### src/rtl/code2_fetch_if.sv
// Fetch-stage bundle: instruction-memory read port, decode handshake and redirect.
// The master modport is the fetch stage; the slave modport is memory/decode/redirect.
interface code2_fetch_if #(
    parameter int I = 24,
    parameter int P = 16
) ();
    logic         imem_req_o;
    logic [P-1:0] imem_addr_o;
    logic [I-1:0] imem_rdata_i;
    logic         valid_o;
    logic         ready_i;
    logic [I-1:0] instr_o;
    logic [P-1:0] next_pc_o;
    logic         redirect_i;
    logic [P-1:0] redirect_pc_i;

    modport master (
        output imem_req_o, imem_addr_o, valid_o, instr_o, next_pc_o,
        input  imem_rdata_i, ready_i, redirect_i, redirect_pc_i
    );

    modport slave (
        input  imem_req_o, imem_addr_o, valid_o, instr_o, next_pc_o,
        output imem_rdata_i, ready_i, redirect_i, redirect_pc_i
    );
endinterface

### src/rtl/code2_fetch.sv
// code2 fetch stage: PC, one-cycle-latency imem reads and a DEPTH-entry prefetch FIFO.
// Define CODE2_FETCH_PERF_EN to add the fetch_cnt_o / bubble_cnt_o counters.
module code2_fetch #(
    parameter int           I         = 24,
    parameter int           P         = 16,
    parameter int           DEPTH     = 2,
    parameter logic [P-1:0] RESET_PC  = '0,
    parameter logic [I-1:0] NOP_INSTR = '0
) (
    input  logic          clk_i,
    input  logic          rst_i,
    code2_fetch_if.master fif
`ifdef CODE2_FETCH_PERF_EN
    ,
    output logic [31:0]   fetch_cnt_o,
    output logic [31:0]   bubble_cnt_o
`endif
);
    localparam int PW = (DEPTH > 1) ? $clog2(DEPTH) : 1;
    localparam int CW = $clog2(DEPTH + 1);

    logic [P-1:0]  pc_p0;
    logic          vld_p1;
    logic [P-1:0]  npc_p1;
    logic [I-1:0]  instr_mem [DEPTH];
    logic [P-1:0]  npc_mem   [DEPTH];
    logic [PW-1:0] rd_ptr;
    logic [PW-1:0] wr_ptr;
    logic [CW-1:0] count;

    logic          head_vld;
    logic          pop;
    logic          push;
    logic          req;
    logic [CW:0]   occupancy;

    function automatic logic [PW-1:0] ptr_inc(input logic [PW-1:0] p);
        return (p == PW'(DEPTH - 1)) ? '0 : p + PW'(1);
    endfunction

    always_comb begin
        head_vld  = (count != '0) && !fif.redirect_i;
        pop       = head_vld && fif.ready_i;
        push      = vld_p1 && !fif.redirect_i;
        // occupancy counts the word still in flight so the FIFO can never overflow
        occupancy = {1'b0, count} + (CW+1)'(vld_p1) - (CW+1)'(pop);
        req       = rst_i && !fif.redirect_i && (occupancy < (CW+1)'(DEPTH));
    end

    always_comb begin
        fif.imem_req_o  = req;
        fif.imem_addr_o = pc_p0;
        fif.valid_o     = head_vld;
        fif.instr_o     = head_vld ? instr_mem[rd_ptr] : NOP_INSTR;
        fif.next_pc_o   = head_vld ? npc_mem[rd_ptr] : '0;
    end

    // p0 -> p1: request issue; redirect wins over push, pop and request
    always_ff @(posedge clk_i or negedge rst_i) begin
        if (!rst_i) begin
            pc_p0  <= RESET_PC;
            vld_p1 <= 1'b0;
            rd_ptr <= '0;
            wr_ptr <= '0;
            count  <= '0;
        end else if (fif.redirect_i) begin
            pc_p0  <= fif.redirect_pc_i;
            vld_p1 <= 1'b0;
            rd_ptr <= '0;
            wr_ptr <= '0;
            count  <= '0;
        end else begin
            if (req) pc_p0 <= pc_p0 + P'(1);
            vld_p1 <= req;
            if (pop)  rd_ptr <= ptr_inc(rd_ptr);
            if (push) wr_ptr <= ptr_inc(wr_ptr);
            if (push && !pop)      count <= count + CW'(1);
            else if (pop && !push) count <= count - CW'(1);
        end
    end

    // p1 -> FIFO: returned word lands at the tail with the PC+1 captured at issue
    always_ff @(posedge clk_i) begin
        if (req) npc_p1 <= pc_p0 + P'(1);
        if (push) begin
            instr_mem[wr_ptr] <= fif.imem_rdata_i;
            npc_mem[wr_ptr]   <= npc_p1;
        end
    end

`ifdef CODE2_FETCH_PERF_EN
    always_ff @(posedge clk_i or negedge rst_i) begin
        if (!rst_i) begin
            fetch_cnt_o  <= '0;
            bubble_cnt_o <= '0;
        end else begin
            if (pop) fetch_cnt_o <= fetch_cnt_o + 32'd1;
            if (fif.ready_i && !head_vld) bubble_cnt_o <= bubble_cnt_o + 32'd1;
        end
    end
`endif
endmodule

### src/flat_wrapper.sv
// flat-port wrapper written by rule: the top's interface ports become plain ports
module code2_fetch_flat 
#(
    parameter int           I         = 24,
    parameter int           P         = 16,
    parameter int           DEPTH     = 2,
    parameter logic [P-1:0] RESET_PC  = '0,
    parameter logic [I-1:0] NOP_INSTR = '0
)
  (clk_i, rst_i, fif_imem_req_o, fif_imem_addr_o, fif_valid_o, fif_instr_o, fif_next_pc_o, fif_imem_rdata_i, fif_ready_i, fif_redirect_i, fif_redirect_pc_i);
  code2_fetch_if #(.I(I), .P(P)) fif_i ();
  input  logic clk_i;
  input  logic rst_i;
  output wire logic [$bits(fif_i.imem_req_o)-1:0] fif_imem_req_o;
  output wire logic [$bits(fif_i.imem_addr_o)-1:0] fif_imem_addr_o;
  output wire logic [$bits(fif_i.valid_o)-1:0] fif_valid_o;
  output wire logic [$bits(fif_i.instr_o)-1:0] fif_instr_o;
  output wire logic [$bits(fif_i.next_pc_o)-1:0] fif_next_pc_o;
  input wire logic [$bits(fif_i.imem_rdata_i)-1:0] fif_imem_rdata_i;
  input wire logic [$bits(fif_i.ready_i)-1:0] fif_ready_i;
  input wire logic [$bits(fif_i.redirect_i)-1:0] fif_redirect_i;
  input wire logic [$bits(fif_i.redirect_pc_i)-1:0] fif_redirect_pc_i;
  assign fif_imem_req_o = fif_i.imem_req_o;
  assign fif_imem_addr_o = fif_i.imem_addr_o;
  assign fif_valid_o = fif_i.valid_o;
  assign fif_instr_o = fif_i.instr_o;
  assign fif_next_pc_o = fif_i.next_pc_o;
  assign fif_i.imem_rdata_i = fif_imem_rdata_i;
  assign fif_i.ready_i = fif_ready_i;
  assign fif_i.redirect_i = fif_redirect_i;
  assign fif_i.redirect_pc_i = fif_redirect_pc_i;
  code2_fetch #(.I(I), .P(P), .DEPTH(DEPTH), .RESET_PC(RESET_PC), .NOP_INSTR(NOP_INSTR)) u_core (.clk_i(clk_i), .rst_i(rst_i), .fif(fif_i));
endmodule
### config.mk
export PLATFORM = sky130hd
export DESIGN_NAME = code2_fetch_flat
export DESIGN_NICKNAME = d
export VERILOG_FILES = /design/src/rtl/code2_fetch_if.sv /design/src/rtl/code2_fetch.sv /design/src/flat_wrapper.sv
export SDC_FILE = /design/constraint.sdc
export NUM_CORES = 1
export LEC_CHECK = 0
export CORE_ASPECT_RATIO = 1.25
export CORE_MARGIN = 2
export CORE_UTILIZATION = 46
export DETAILED_ROUTE_END_ITERATION = 10
export MAX_ROUTING_LAYER = met4
export PLACE_DENSITY = 0.87
export RECOVER_POWER = 100
export REMOVE_ABC_BUFFERS = 1
export SLEW_MARGIN = 20
export SYNTH_ARGS = -nofsm -noshare
export SYNTH_HDL_FRONTEND = slang
export SYNTH_SLANG_ARGS = --single-unit
### constraint.sdc
create_clock -name clk_i -period 3.92 [get_ports clk_i]
set_clock_uncertainty 0.15 [all_clocks]
set_input_delay 0.392 -clock clk_i [delete_from_list [all_inputs] [get_ports clk_i]]
set_output_delay 0.392 -clock clk_i [all_outputs]
set_load 0.02 [all_outputs]
==> metrics.md <==
| Metric | Value |
|---|---|
| Status | `finished with violations` |
| Failing checks | `capacitance limit, slew limit` |
| Worst EP required | `3.38 ns` |
| Die width | `95.9 um` |
| Nets | `500` |
| Fraction of layout cells with a size suffix above 1 | `0.0815` |
| Max clock buf depth | `2` |
| Residual DRC | `0` |
| Skew-Pair Late Insertion Delay | `0.40 ns` |
| Initial core utilization | `0.476` |
| Type of origin of the critical path | `primary input` |
| Standby leakage power | `2.44 nW` |
| Vias | `3121` |
| Worst setup EP type | `primary output` |
| Post-synthesis sequential area ratio | `0.701` |
| Fmax | `281 MHz` |
| Vias/cell | `5.25` |
| Iteration-0 DRC Markers | `141` |
| Syn Inst Count | `338` |
| Metal2 WL | `4870 um` |
| Fin. max-slew vios | `41` |
| Initial antenna violation count | `0` |
| PwrDens | `498 mW/mm2` |
| CTS root buf | `clkbuf_16` |
| Metal3 WL | `534 um` |
| Port Buffers | `101` |
| Fin util | `0.642` |
| Fin cells | `595` |
| Worst hold path type | `flop to flop` |
| RSZ-0062 raised after global routing | `no` |
| P&R area growth vs syn | `34.9%` |
| Crit path time final | `3.55 ns` |
| ANT cells | `0` |
| Congestion Overflow GR | `0` |
| First-pass DRT Iterations | `4` |
| Core Area | `0.0102 mm2` |
| Vias in the first global route | `3113` |
| Antenna-violating nets left | `0` |
| Pin count of the biggest net entering global routing | `41` |
| Peak VDD IR | `0.337 mV` |
| Yosys reg bits | `117` |
| Most frequent cells in the layout | `edfxtp_1 (96), dlygate4sd3_1 (82), nor2_1 (48)` |
| CTS tree | `done` |
| Netlist cell types | `42` |
| DP Wirelength | `6210 um` |
| Placed instance count | `563` |
| Num rows | `41` |
| Commonest non-fill, non-tap cell in the layout | `edfxtp_1` |
| Drt total wl | `9250 um` |
| Die Ht | `119 um` |
| Syn_area_per_cell | `14.4 um2` |
| Post-synth EDFFs | `96` |
| Crit path max fanout | `4` |
| Endpoints failing hold | `0` |
| Synth Flop Type | `edfxtp_1` |
| Final RePlAce weighted congestion | `0.814` |
| Syn Std Cell Area | `0.00486 mm2` |
| Synth async-reset ratio | `0.179` |
| Average wire per standard cell | `15.5 um` |
| Metal1 wirelength | `3730 um` |
| Least-Margin Pin Slew | `1.83 ns` |
| Clock net sink count | `117` |
| Ports | `102` |
| Final setup viols | `0` |
| Arr. time, crit path | `3.01 ns` |
| Warning count from the yosys run | `0` |
| Slew margin rel. | `-0.217` |
| Max cap viols | `1` |
| WS Path Type | `primary input to primary output` |
| Global-route wire length before repair | `14800 um` |
| TritonCTS buffer count | `17` |
| Top layer reached by signal wires | `met4` |
| CTS clk-pin slew, worst paths | `0.05 ns` |
| Crit share post-route | `0.906` |
| Die Area | `0.0114 mm2` |
| Tot GR Track Use | `0.177` |
| H-tree depth | `4` |
[per-layer routing]
layer,vias to the layer above,global-route usage
met1,1496,0.195
met5,-,-
met4,0,0.0625
met2,107,0.302
met3,12,0.0519
li1,1506,-
[Yosys cell counts (7+ instances only)]
cell	count	area, um2
clkbuf_1	7	26.3
o21ai_0	8	40.0
nand3_1	10	50.1
xor2_1	8	70.1
dfrtp_1	21	526
inv_1	7	26.3
edfxtp_1	96	2880
nor2_1	48	180
mux2i_1	41	410
xnor2_1	11	96.3
o211ai_1	7	52.6
nand2_1	16	60.1
[final cells by class]
class / count / area, um2
clock buffer: 21 / 450
clock inverter: 11 / 86.3
fill: 758 / 3650
inverter: 9 / 33.8
multi-input combinational: 198 / 1370
sequential: 117 / 3410
tap: 129 / 161
timing repair buffer: 110 / 1050
[metrics by stage]
stage / total power [mW] / instance area [um2] / setup TNS [ns] / worst slack (ns) / hold slack (ns)
after floorplan: 1.74 / 4800 / -30.77 / -1.10 / -0.0536
after global placement: 1.95 / 6060 / 0 / 0.201 / 0.273
after detailed placement: 1.96 / 6060 / 0 / 0.0988 / 0.280
after CTS: 3.33 / 6600 / 0 / 0.0604 / 0.292
after global routing: 3.39 / 6560 / 0 / 0.188 / 0.296
final: 3.27 / 6560 / 0 / 0.368 / 0.293
[path summary, 6_finish.rpt]
check	from	slack, ns	cells past startpoint	endpoint
setup / recovery	fif_redirect_i	0.37	13	fif_imem_req_o
hold / removal	u_core.npc_p1[15]$_DFFE_PP_	0.29	0	u_core.npc_mem[1][15]$_DFFE_PP_
setup reg to reg	u_core.count[1]$_DFFE_PN0P_	0.52	13	u_core.fif.imem_addr_o[1]$_DFFE_PN0P_
hold reg to reg	u_core.npc_p1[15]$_DFFE_PP_	0.29	0	u_core.npc_mem[1][15]$_DFFE_PP_
max in group asynchronous	rst_i	2.02	2	u_core.rd_ptr$_DFFE_PN0P_
min in group asynchronous	rst_i	0.76	2	u_core.fif.imem_addr_o[0]$_DFFE_PN0P_
[state kept, by name, summed over array words and instances (netlist names)]
register                cells
u_core.count                2
u_core.wr_ptr               1
u_core.vld_p1               1
u_core.fif.imem_addr_o     16
u_core.npc_mem             32
u_core.rd_ptr               1
u_core.instr_mem           48
u_core.npc_p1              16
[worst max-delay path, stage by stage]
cell	delay, ns
dlygate4sd3_1	0.54
clkinv_1	0.13
o21ai_4	0.08
inv_1	0.06
nand2_1	0.13
inv_1	0.06
ha_1	0.26
nand2b_1	0.16
fa_1	0.51
and2_0	0.21
nand3_1	0.14
inv_2	0.09
clkbuf_1	0.23
[kinds of logic (layout without fill, tap and decap cells)]
family	after synthesis	count (layout)	synth area share
compound gates	37	37	0.0564
xor+xnor	19	19	0.0342
fa+ha+maj	3	3	0.00927
buf+inv	23	151	0.0193
flops	117	117	0.701
mux	41	41	0.0844
simple gates	98	98	0.0952
[power breakdown]
group,total (mW),internal [mW],switching (mW)
Sequential,1.50,1.43,0.0644
Clock,1.36,0.875,0.488
Combinational,0.409,0.185,0.224
Total,3.27,2.49,0.776
[what timing repair did]
item                                    4_1_cts  5_1_grt
gates resized for setup                       0        3
endpoints found under the setup margin        0        1
hold buffers                                  0        0
buffers inserted                              0        0
Power figures use the tool's default switching activity.
